[config.mk]
export PLATFORM = sky130hd
export DESIGN_NAME = vjdot_seq
export DESIGN_NICKNAME = d
export VERILOG_FILES = /design/src/rtl/vjdot_seq_pkg.sv /design/src/rtl/vjdot_seq_lane.sv /design/src/rtl/vjdot_seq.sv
export SDC_FILE = /design/constraint.sdc
export NUM_CORES = 2
export LEC_CHECK = 0
export ABC_AREA = 1
export CAP_MARGIN = 20
export CELL_PAD_IN_SITES_DETAIL_PLACEMENT = 0
export CELL_PAD_IN_SITES_GLOBAL_PLACEMENT = 2
export CORE_MARGIN = 2
export CORE_UTILIZATION = 25
export CTS_CLUSTER_DIAMETER = 50
export CTS_CLUSTER_SIZE = 14
export DETAILED_ROUTE_END_ITERATION = 6
export PLACE_DENSITY = 0.65
export SLEW_MARGIN = 40
export SYNTH_ARGS = -nofsm -noshare
export SYNTH_HDL_FRONTEND = slang
export SYNTH_SLANG_ARGS = --single-unit
[constraint.sdc]
create_clock -name clk -period 7.76 [get_ports clk]
set_input_delay 1.552 -clock clk [delete_from_list [all_inputs] [get_ports clk]]
set_output_delay 1.552 -clock clk [all_outputs]
set_load 0.02 [all_outputs]
[src/rtl/vjdot_seq_pkg.sv]
// Shared encodings for the sequential vj cross-product block.
// Joint types, FSM states and product indices.
package vjdot_seq_pkg;

    localparam logic JTYPE_REV = 1'b0;
    localparam logic JTYPE_PRI = 1'b1;

    typedef enum logic [1:0] {
        S_IDLE = 2'd0,
        S_CALC = 2'd1,
        S_DONE = 2'd2
    } state_t;

    localparam logic [1:0] P_AX = 2'd0;
    localparam logic [1:0] P_AY = 2'd1;
    localparam logic [1:0] P_LX = 2'd2;
    localparam logic [1:0] P_LY = 2'd3;

endpackage

[src/rtl/vjdot_seq_lane.sv]
// One multiplier lane: operand select, sign select, fixed-point multiply.
// Saturating arithmetic when VJDOT_SAT_EN is defined, wrap-around otherwise.
module vjdot_seq_lane
    import vjdot_seq_pkg::*;
#(
    parameter int WIDTH        = 32,
    parameter int DECIMAL_BITS = 16
) (
    input  logic [1:0]       p,
    input  logic             jtype,
    input  logic [WIDTH-1:0] vj,
    input  logic [WIDTH-1:0] ax,
    input  logic [WIDTH-1:0] ay,
    input  logic [WIDTH-1:0] lx,
    input  logic [WIDTH-1:0] ly,
    output logic [WIDTH-1:0] prod,
    output logic             sat
);

    localparam logic [WIDTH-1:0] QMAX = {1'b0, {(WIDTH-1){1'b1}}};
    localparam logic [WIDTH-1:0] QMIN = {1'b1, {(WIDTH-1){1'b0}}};

    logic                   neg;
    logic                   zero;
    logic                   neg_sat;
    logic [WIDTH-1:0]       b;
    logic [WIDTH-1:0]       vjn;
    logic [WIDTH-1:0]       a;
    logic signed [2*WIDTH-1:0] ae;
    logic signed [2*WIDTH-1:0] be;
    logic signed [2*WIDTH-1:0] full;
    logic signed [2*WIDTH-1:0] shf;

    always_comb begin
        neg  = 1'b0;
        zero = 1'b0;
        b    = '0;
        unique case (p)
            P_AX: begin
                b    = ay;
                zero = (jtype == JTYPE_PRI);
            end
            P_AY: begin
                b    = ax;
                neg  = 1'b1;
                zero = (jtype == JTYPE_PRI);
            end
            P_LX: begin
                b = (jtype == JTYPE_PRI) ? ay : ly;
            end
            P_LY: begin
                b   = (jtype == JTYPE_PRI) ? ax : lx;
                neg = 1'b1;
            end
        endcase
    end

`ifdef VJDOT_SAT_EN
    logic ovf;

    always_comb begin
        vjn     = -vj;
        neg_sat = 1'b0;
        if (neg && vj == QMIN) begin
            vjn     = QMAX;
            neg_sat = 1'b1;
        end
        a    = neg ? vjn : vj;
        ae   = {{WIDTH{a[WIDTH-1]}}, a};
        be   = {{WIDTH{b[WIDTH-1]}}, b};
        full = ae * be;
        shf  = full >>> DECIMAL_BITS;
        // Upper bits must all match the result sign bit to fit
        ovf  = !((&shf[2*WIDTH-1:WIDTH-1]) || !(|shf[2*WIDTH-1:WIDTH-1]));
        prod = shf[WIDTH-1:0];
        if (ovf)
            prod = shf[2*WIDTH-1] ? QMIN : QMAX;
        if (zero)
            prod = '0;
        sat = (ovf || neg_sat) && !zero;
    end
`else
    logic unused_ok;

    always_comb begin
        vjn     = -vj;
        neg_sat = 1'b0;
        a       = neg ? vjn : vj;
        ae      = {{WIDTH{a[WIDTH-1]}}, a};
        be      = {{WIDTH{b[WIDTH-1]}}, b};
        full    = ae * be;
        shf     = full >>> DECIMAL_BITS;
        prod    = zero ? '0 : shf[WIDTH-1:0];
        sat     = 1'b0;
    end

    assign unused_ok = ^{shf[2*WIDTH-1:WIDTH], neg_sat, QMAX, QMIN};
`endif

endmodule

[src/rtl/vjdot_seq.sv]
// Time-multiplexed vj cross product (vjval x colvec) with valid/ready on both sides.
// Optional clamp arithmetic and sat_flag_out enabled by defining VJDOT_SAT_EN.
module vjdot_seq
    import vjdot_seq_pkg::*;
#(
    parameter int WIDTH        = 32,
    parameter int DECIMAL_BITS = 16,
    parameter int NUM_MULT     = 1
) (
    input  logic             clk,
    input  logic             reset,
    input  logic             in_valid,
    output logic             in_ready,
    input  logic             jtype_in,
    input  logic [WIDTH-1:0] vjval_in,
    input  logic [WIDTH-1:0] colvec_in_AX,
    input  logic [WIDTH-1:0] colvec_in_AY,
    input  logic [WIDTH-1:0] colvec_in_AZ,
    input  logic [WIDTH-1:0] colvec_in_LX,
    input  logic [WIDTH-1:0] colvec_in_LY,
    input  logic [WIDTH-1:0] colvec_in_LZ,
    output logic             out_valid,
    input  logic             out_ready,
    output logic [WIDTH-1:0] vjvec_out_AX,
    output logic [WIDTH-1:0] vjvec_out_AY,
    output logic [WIDTH-1:0] vjvec_out_AZ,
    output logic [WIDTH-1:0] vjvec_out_LX,
    output logic [WIDTH-1:0] vjvec_out_LY,
    output logic [WIDTH-1:0] vjvec_out_LZ,
    output logic             sat_flag_out
);

    localparam int NPASS = 4 / NUM_MULT;

    state_t           state;
    logic [1:0]       pass;
    logic             jtype_q;
    logic [WIDTH-1:0] vj_q;
    logic [WIDTH-1:0] ax_q;
    logic [WIDTH-1:0] ay_q;
    logic [WIDTH-1:0] lx_q;
    logic [WIDTH-1:0] ly_q;
    logic             sat_q;
    logic             accept;
    logic             last;
    logic             lane_sat;
    logic [WIDTH-1:0] res  [4];
    logic [WIDTH-1:0] nres [4];
    logic [WIDTH-1:0] prod [NUM_MULT];
    logic [1:0]       lane_p [NUM_MULT];
    logic [NUM_MULT-1:0] lsat;
    logic             unused_ok;

    assign in_ready = !reset &&
        (state == S_IDLE || (state == S_DONE && out_ready));
    assign accept   = in_valid && in_ready;
    assign last     = (pass == 2'(NPASS - 1));
    assign lane_sat = |lsat;

    assign vjvec_out_AZ = '0;
    assign vjvec_out_LZ = '0;
    assign unused_ok    = ^{colvec_in_AZ, colvec_in_LZ};

    for (genvar l = 0; l < NUM_MULT; l++) begin : g_lane
        assign lane_p[l] = 2'(int'(pass) * NUM_MULT + l);

        vjdot_seq_lane #(
            .WIDTH        (WIDTH),
            .DECIMAL_BITS (DECIMAL_BITS)
        ) u_lane (
            .p     (lane_p[l]),
            .jtype (jtype_q),
            .vj    (vj_q),
            .ax    (ax_q),
            .ay    (ay_q),
            .lx    (lx_q),
            .ly    (ly_q),
            .prod  (prod[l]),
            .sat   (lsat[l])
        );
    end

    // Merge this pass's lane products over the stored results
    always_comb begin
        for (int i = 0; i < 4; i++)
            nres[i] = res[i];
        for (int l = 0; l < NUM_MULT; l++)
            nres[lane_p[l]] = prod[l];
    end

    always_ff @(posedge clk) begin
        if (reset) begin
            state        <= S_IDLE;
            pass         <= '0;
            sat_q        <= 1'b0;
            out_valid    <= 1'b0;
            sat_flag_out <= 1'b0;
            vjvec_out_AX <= '0;
            vjvec_out_AY <= '0;
            vjvec_out_LX <= '0;
            vjvec_out_LY <= '0;
            jtype_q      <= JTYPE_REV;
            vj_q         <= '0;
            ax_q         <= '0;
            ay_q         <= '0;
            lx_q         <= '0;
            ly_q         <= '0;
            for (int i = 0; i < 4; i++)
                res[i] <= '0;
        end else begin
            if (accept) begin
                jtype_q <= jtype_in;
                vj_q    <= vjval_in;
                ax_q    <= colvec_in_AX;
                ay_q    <= colvec_in_AY;
                lx_q    <= colvec_in_LX;
                ly_q    <= colvec_in_LY;
                pass    <= '0;
                sat_q   <= 1'b0;
            end
            unique case (state)
                S_IDLE: begin
                    if (accept)
                        state <= S_CALC;
                end
                S_CALC: begin
                    for (int i = 0; i < 4; i++)
                        res[i] <= nres[i];
                    sat_q <= sat_q || lane_sat;
                    if (last) begin
                        state        <= S_DONE;
                        pass         <= '0;
                        out_valid    <= 1'b1;
                        sat_flag_out <= sat_q || lane_sat;
                        vjvec_out_AX <= nres[P_AX];
                        vjvec_out_AY <= nres[P_AY];
                        vjvec_out_LX <= nres[P_LX];
                        vjvec_out_LY <= nres[P_LY];
                    end else begin
                        pass <= pass + 2'd1;
                    end
                end
                S_DONE: begin
                    if (out_ready) begin
                        out_valid <= 1'b0;
                        state     <= accept ? S_CALC : S_IDLE;
                    end
                end
                default: state <= S_IDLE;
            endcase
        end
    end

endmodule

==> key figures <==
Synthesis
  • Mux contribution to synthesized area: 0%
  • Post-synthesis adder-cell area fraction: 40.5%
  • Yosys Warn Count: 0
  • Flops & latches, synth: 390
  • Complex-gate fraction of the synthesized area: 9.66%
  • Post-synth cell types: 52
  • Syn Std Cell Area: 46600 um^2
  • Seq/Total Area, Yosys: 18.8%
  • XOR/XNOR share of the synthesized area: 0.451%
  • Syn Area/Cell: 8.04 um^2
  • Main combinational cell family by area after synthesis: adder cells
  • Simple-gate share of the synthesized area: 17.1%
  • Mapped Cells: 5798

Global route
  • Vias in the first global route: 42400
  • First-pass GRT wire length: 276000 um
  • Most crowded layer after global routing: met2
  • GRT met2 Usage: 32.2%
  • Global Route met1 Usage: 26.5%
  • Largest net degree at the start of global routing: 166
  • Met3 GRT Util: 1.92%
  • Overflow after GRT: 0
  • Initial antenna violation count: 2
  • GRT Resource Usage Total: 19.2%

Final layout
  • Most frequent cells in the layout: inv_1 (1150), nand2_1 (864), buf_4 (770), fa_1 (756), nor2_1 (639)
  • Nets@finish: 8007
  • # diodes: 0
  • Fill count: 19600
  • Multi-input gate area: 34000 um^2
  • Most common cell after layout, fill and taps aside: inv_1
  • Final Util: 34.5%
  • Layout cells sized above 1: 23.1%
  • Area Overhead vs Synth: 37.1%
  • Register area: 8770 um^2
  • Final instance area: 63900 um^2

Clocking
  • Root buffer cell: clkbuf_16
  • Worst skew pair latency: 650 ps
  • CTS clk-pin slew, worst paths: 60 ps
  • CTS H-tree lvls: 2
  • Sink Count: 390
  • Num CTS Buffers: 53
  • CTS tree: done
  • CTS max path bufs: 3
  • Hold Buf Count CTS: 0

Worst setup path
  • Critical path type: flip-flop to flip-flop
  • R2R Setup Slk: -780 ps
  • CP max FO: 8
  • CP most frequent cell: fa_1
  • Crit. End Element: flip-flop
  • Crit-path slowest cell: fa_2
  • Worst setup SP type: flip-flop
  • Worst Path Required: 8130 ps
  • Critical path buffer and inverter count: 13
  • Worst path arrival time: 8920 ps
  • Delay-heaviest family, CP: adder cells
  • CP max stage delay: 620 ps

STA
  • Post-route setup slack: -781 ps
  • Fin. max-slew vios: 0
  • Setup Skew: 28.1 ps
  • Final worst-path cycle share: 110%
  • Crit path time final: 8540 ps
  • Fin. Hold Viols: 0
  • RSZ-0062 raised after global routing: yes
  • Final Setup Violations: 216
  • Max_slew headroom: 41.5%
  • Setup TNS: -105520 ps
  • Worst Tran Pin Value: 877 ps
  • Max frequency: 0.117 GHz

Floorplan
  • Core box area: 185000 um^2
  • Cell Rows: 158
  • # IOs: 424
  • Initial Util: 25.1%
  • Die extent in y: 436 um
  • Die X: 436 um
  • Total die area: 190000 um^2

Placement
  • Post-DP Area: 59100 um^2
  • Post-DP HPWL: 152000 um
  • Dpl ws: -1160 ps
  • Port bufs: 294
  • Routability cong.: 0.865

Power
  • VDD IR-drop max: 0.000604 V
  • Pwr Total: 29.3 mW
  • Power Dens Cells: 459 nW/um^2
  • Leakage: 29.6 nW

Detailed routing
  • Drt first pass iters: 5
  • Initial DRC count: 2214
  • Drt total wl: 182000 um
  • Via density: 4.33
  • Via Count: 40200
  • Detail-routed net length per standard cell: 19.5 um
  • DRC errors left: 0
  • Routed Antenna Nets: 0

Hold path
  • Hold WC Path Type: flip-flop to flip-flop

Run status
  • Failing checks: negative setup slack
  • Status: finished, violations left

Job
  • Maxcap violations: 0
## final timing paths
check                           startpoint    endpoint  cells past startpoint
worst max-delay path               pass[0]  res[1][31]                     39
worst min-delay path             out_valid   out_valid                      2
worst max register to register     pass[0]  res[1][31]                     39
worst min register to register   out_valid   out_valid                      2
## Yosys cell counts, drive strengths merged
library cell | count | area [um^2]
and2 | 12 | 75.1
nor4 | 6 | 37.5
o21bai | 24 | 184
a21o | 10 | 75.1
xor2 | 17 | 149
conb | 1 | 3.75
a22oi | 1 | 12.5
fa | 838 | 16800
nor3 | 15 | 75.1
dfxtp | 294 | 5890
o2111ai | 3 | 26.3
o31ai | 2 | 15.0
nor2 | 727 | 2760
o221ai | 2 | 17.5
o21ai | 353 | 1800
o22ai | 17 | 106
inv | 1218 | 4570
nand3 | 171 | 881
clkinv | 12 | 45.0
a31oi | 15 | 93.8
ha | 169 | 2110
nand2 | 962 | 3650
a21oi | 309 | 1550
edfxtp | 96 | 2880
nand3b | 16 | 120
or2 | 16 | 100
xnor2 | 7 | 61.3
a211oi | 5 | 37.5
and3 | 2 | 12.5
o211ai | 35 | 268
nand4 | 41 | 257
o21a | 43 | 323
clkbuf | 234 | 878
buf | 125 | 782
## metal layers
layer | wire length, um | part of all wire (%)
met4 | 4840 | 2.7
met3 | 6870 | 3.8
met2 | 86600 | 48
met1 | 83400 | 46
met5 | 0 | 0
## registers in the layout, indices dropped and copies added, names as in the netlist, 2 cells and up
register,count
ax_q,32
ay_q,32
lx_q,32
ly_q,32
pass,2
res,96
state,2
vj_q,32
vjvec_out_AX,32
vjvec_out_AY,32
vjvec_out_LX,32
vjvec_out_LY,32
## worst reg2reg max path: cells and delay by family (launching register included)
kind,cells,cell delay (ps)
fa+ha+maj,10,4620
flops,1,360
simple gates,10,1070
compound gates,6,790
buf+inv,13,1450
## per-stage QoR
step           std cells  hold WS (ps)
2_1_floorplan       5862           425
3_3_place_gp        9123           445
3_5_place_dp        9125           457
4_1_cts             9264           467
5_1_grt             9296           486
6_report            9296           463
## kinds of logic after synthesis
group / Yosys count
AND/OR/NAND/NOR: 1968
buffers and inverters: 1589
adder cells (fa/ha/maj): 1007
AO/OA/AOI/OAI: 819
flip-flops: 390
XOR/XNOR: 24
other: 1
## area by class of cell
type / count / area share, %
multi-input combinational: 3883 / 53.2
timing repair buffer: 1212 / 17.8
tap: 2480 / 4.86
clock buffer: 66 / 2.31
inverter: 1230 / 7.38
timing repair inverter: 1 / 0.0137
clock inverter: 34 / 0.652
sequential: 390 / 13.7
## repair_timing
action,CTS,global route
buffers inserted,39,31
pin swaps,69,105
endpoints found under the setup margin,224,224
cloned,1,2
gates resized for setup,314,312
## power by group
part           internal [mW]  switching, mW  total (mW)
Combinational           10.9           13.5        24.4
Sequential              2.24         0.0463        2.28
Clock                   1.55           1.08        2.63
Total                   14.7           14.6        29.3
(Power assumes the default switching activity.)
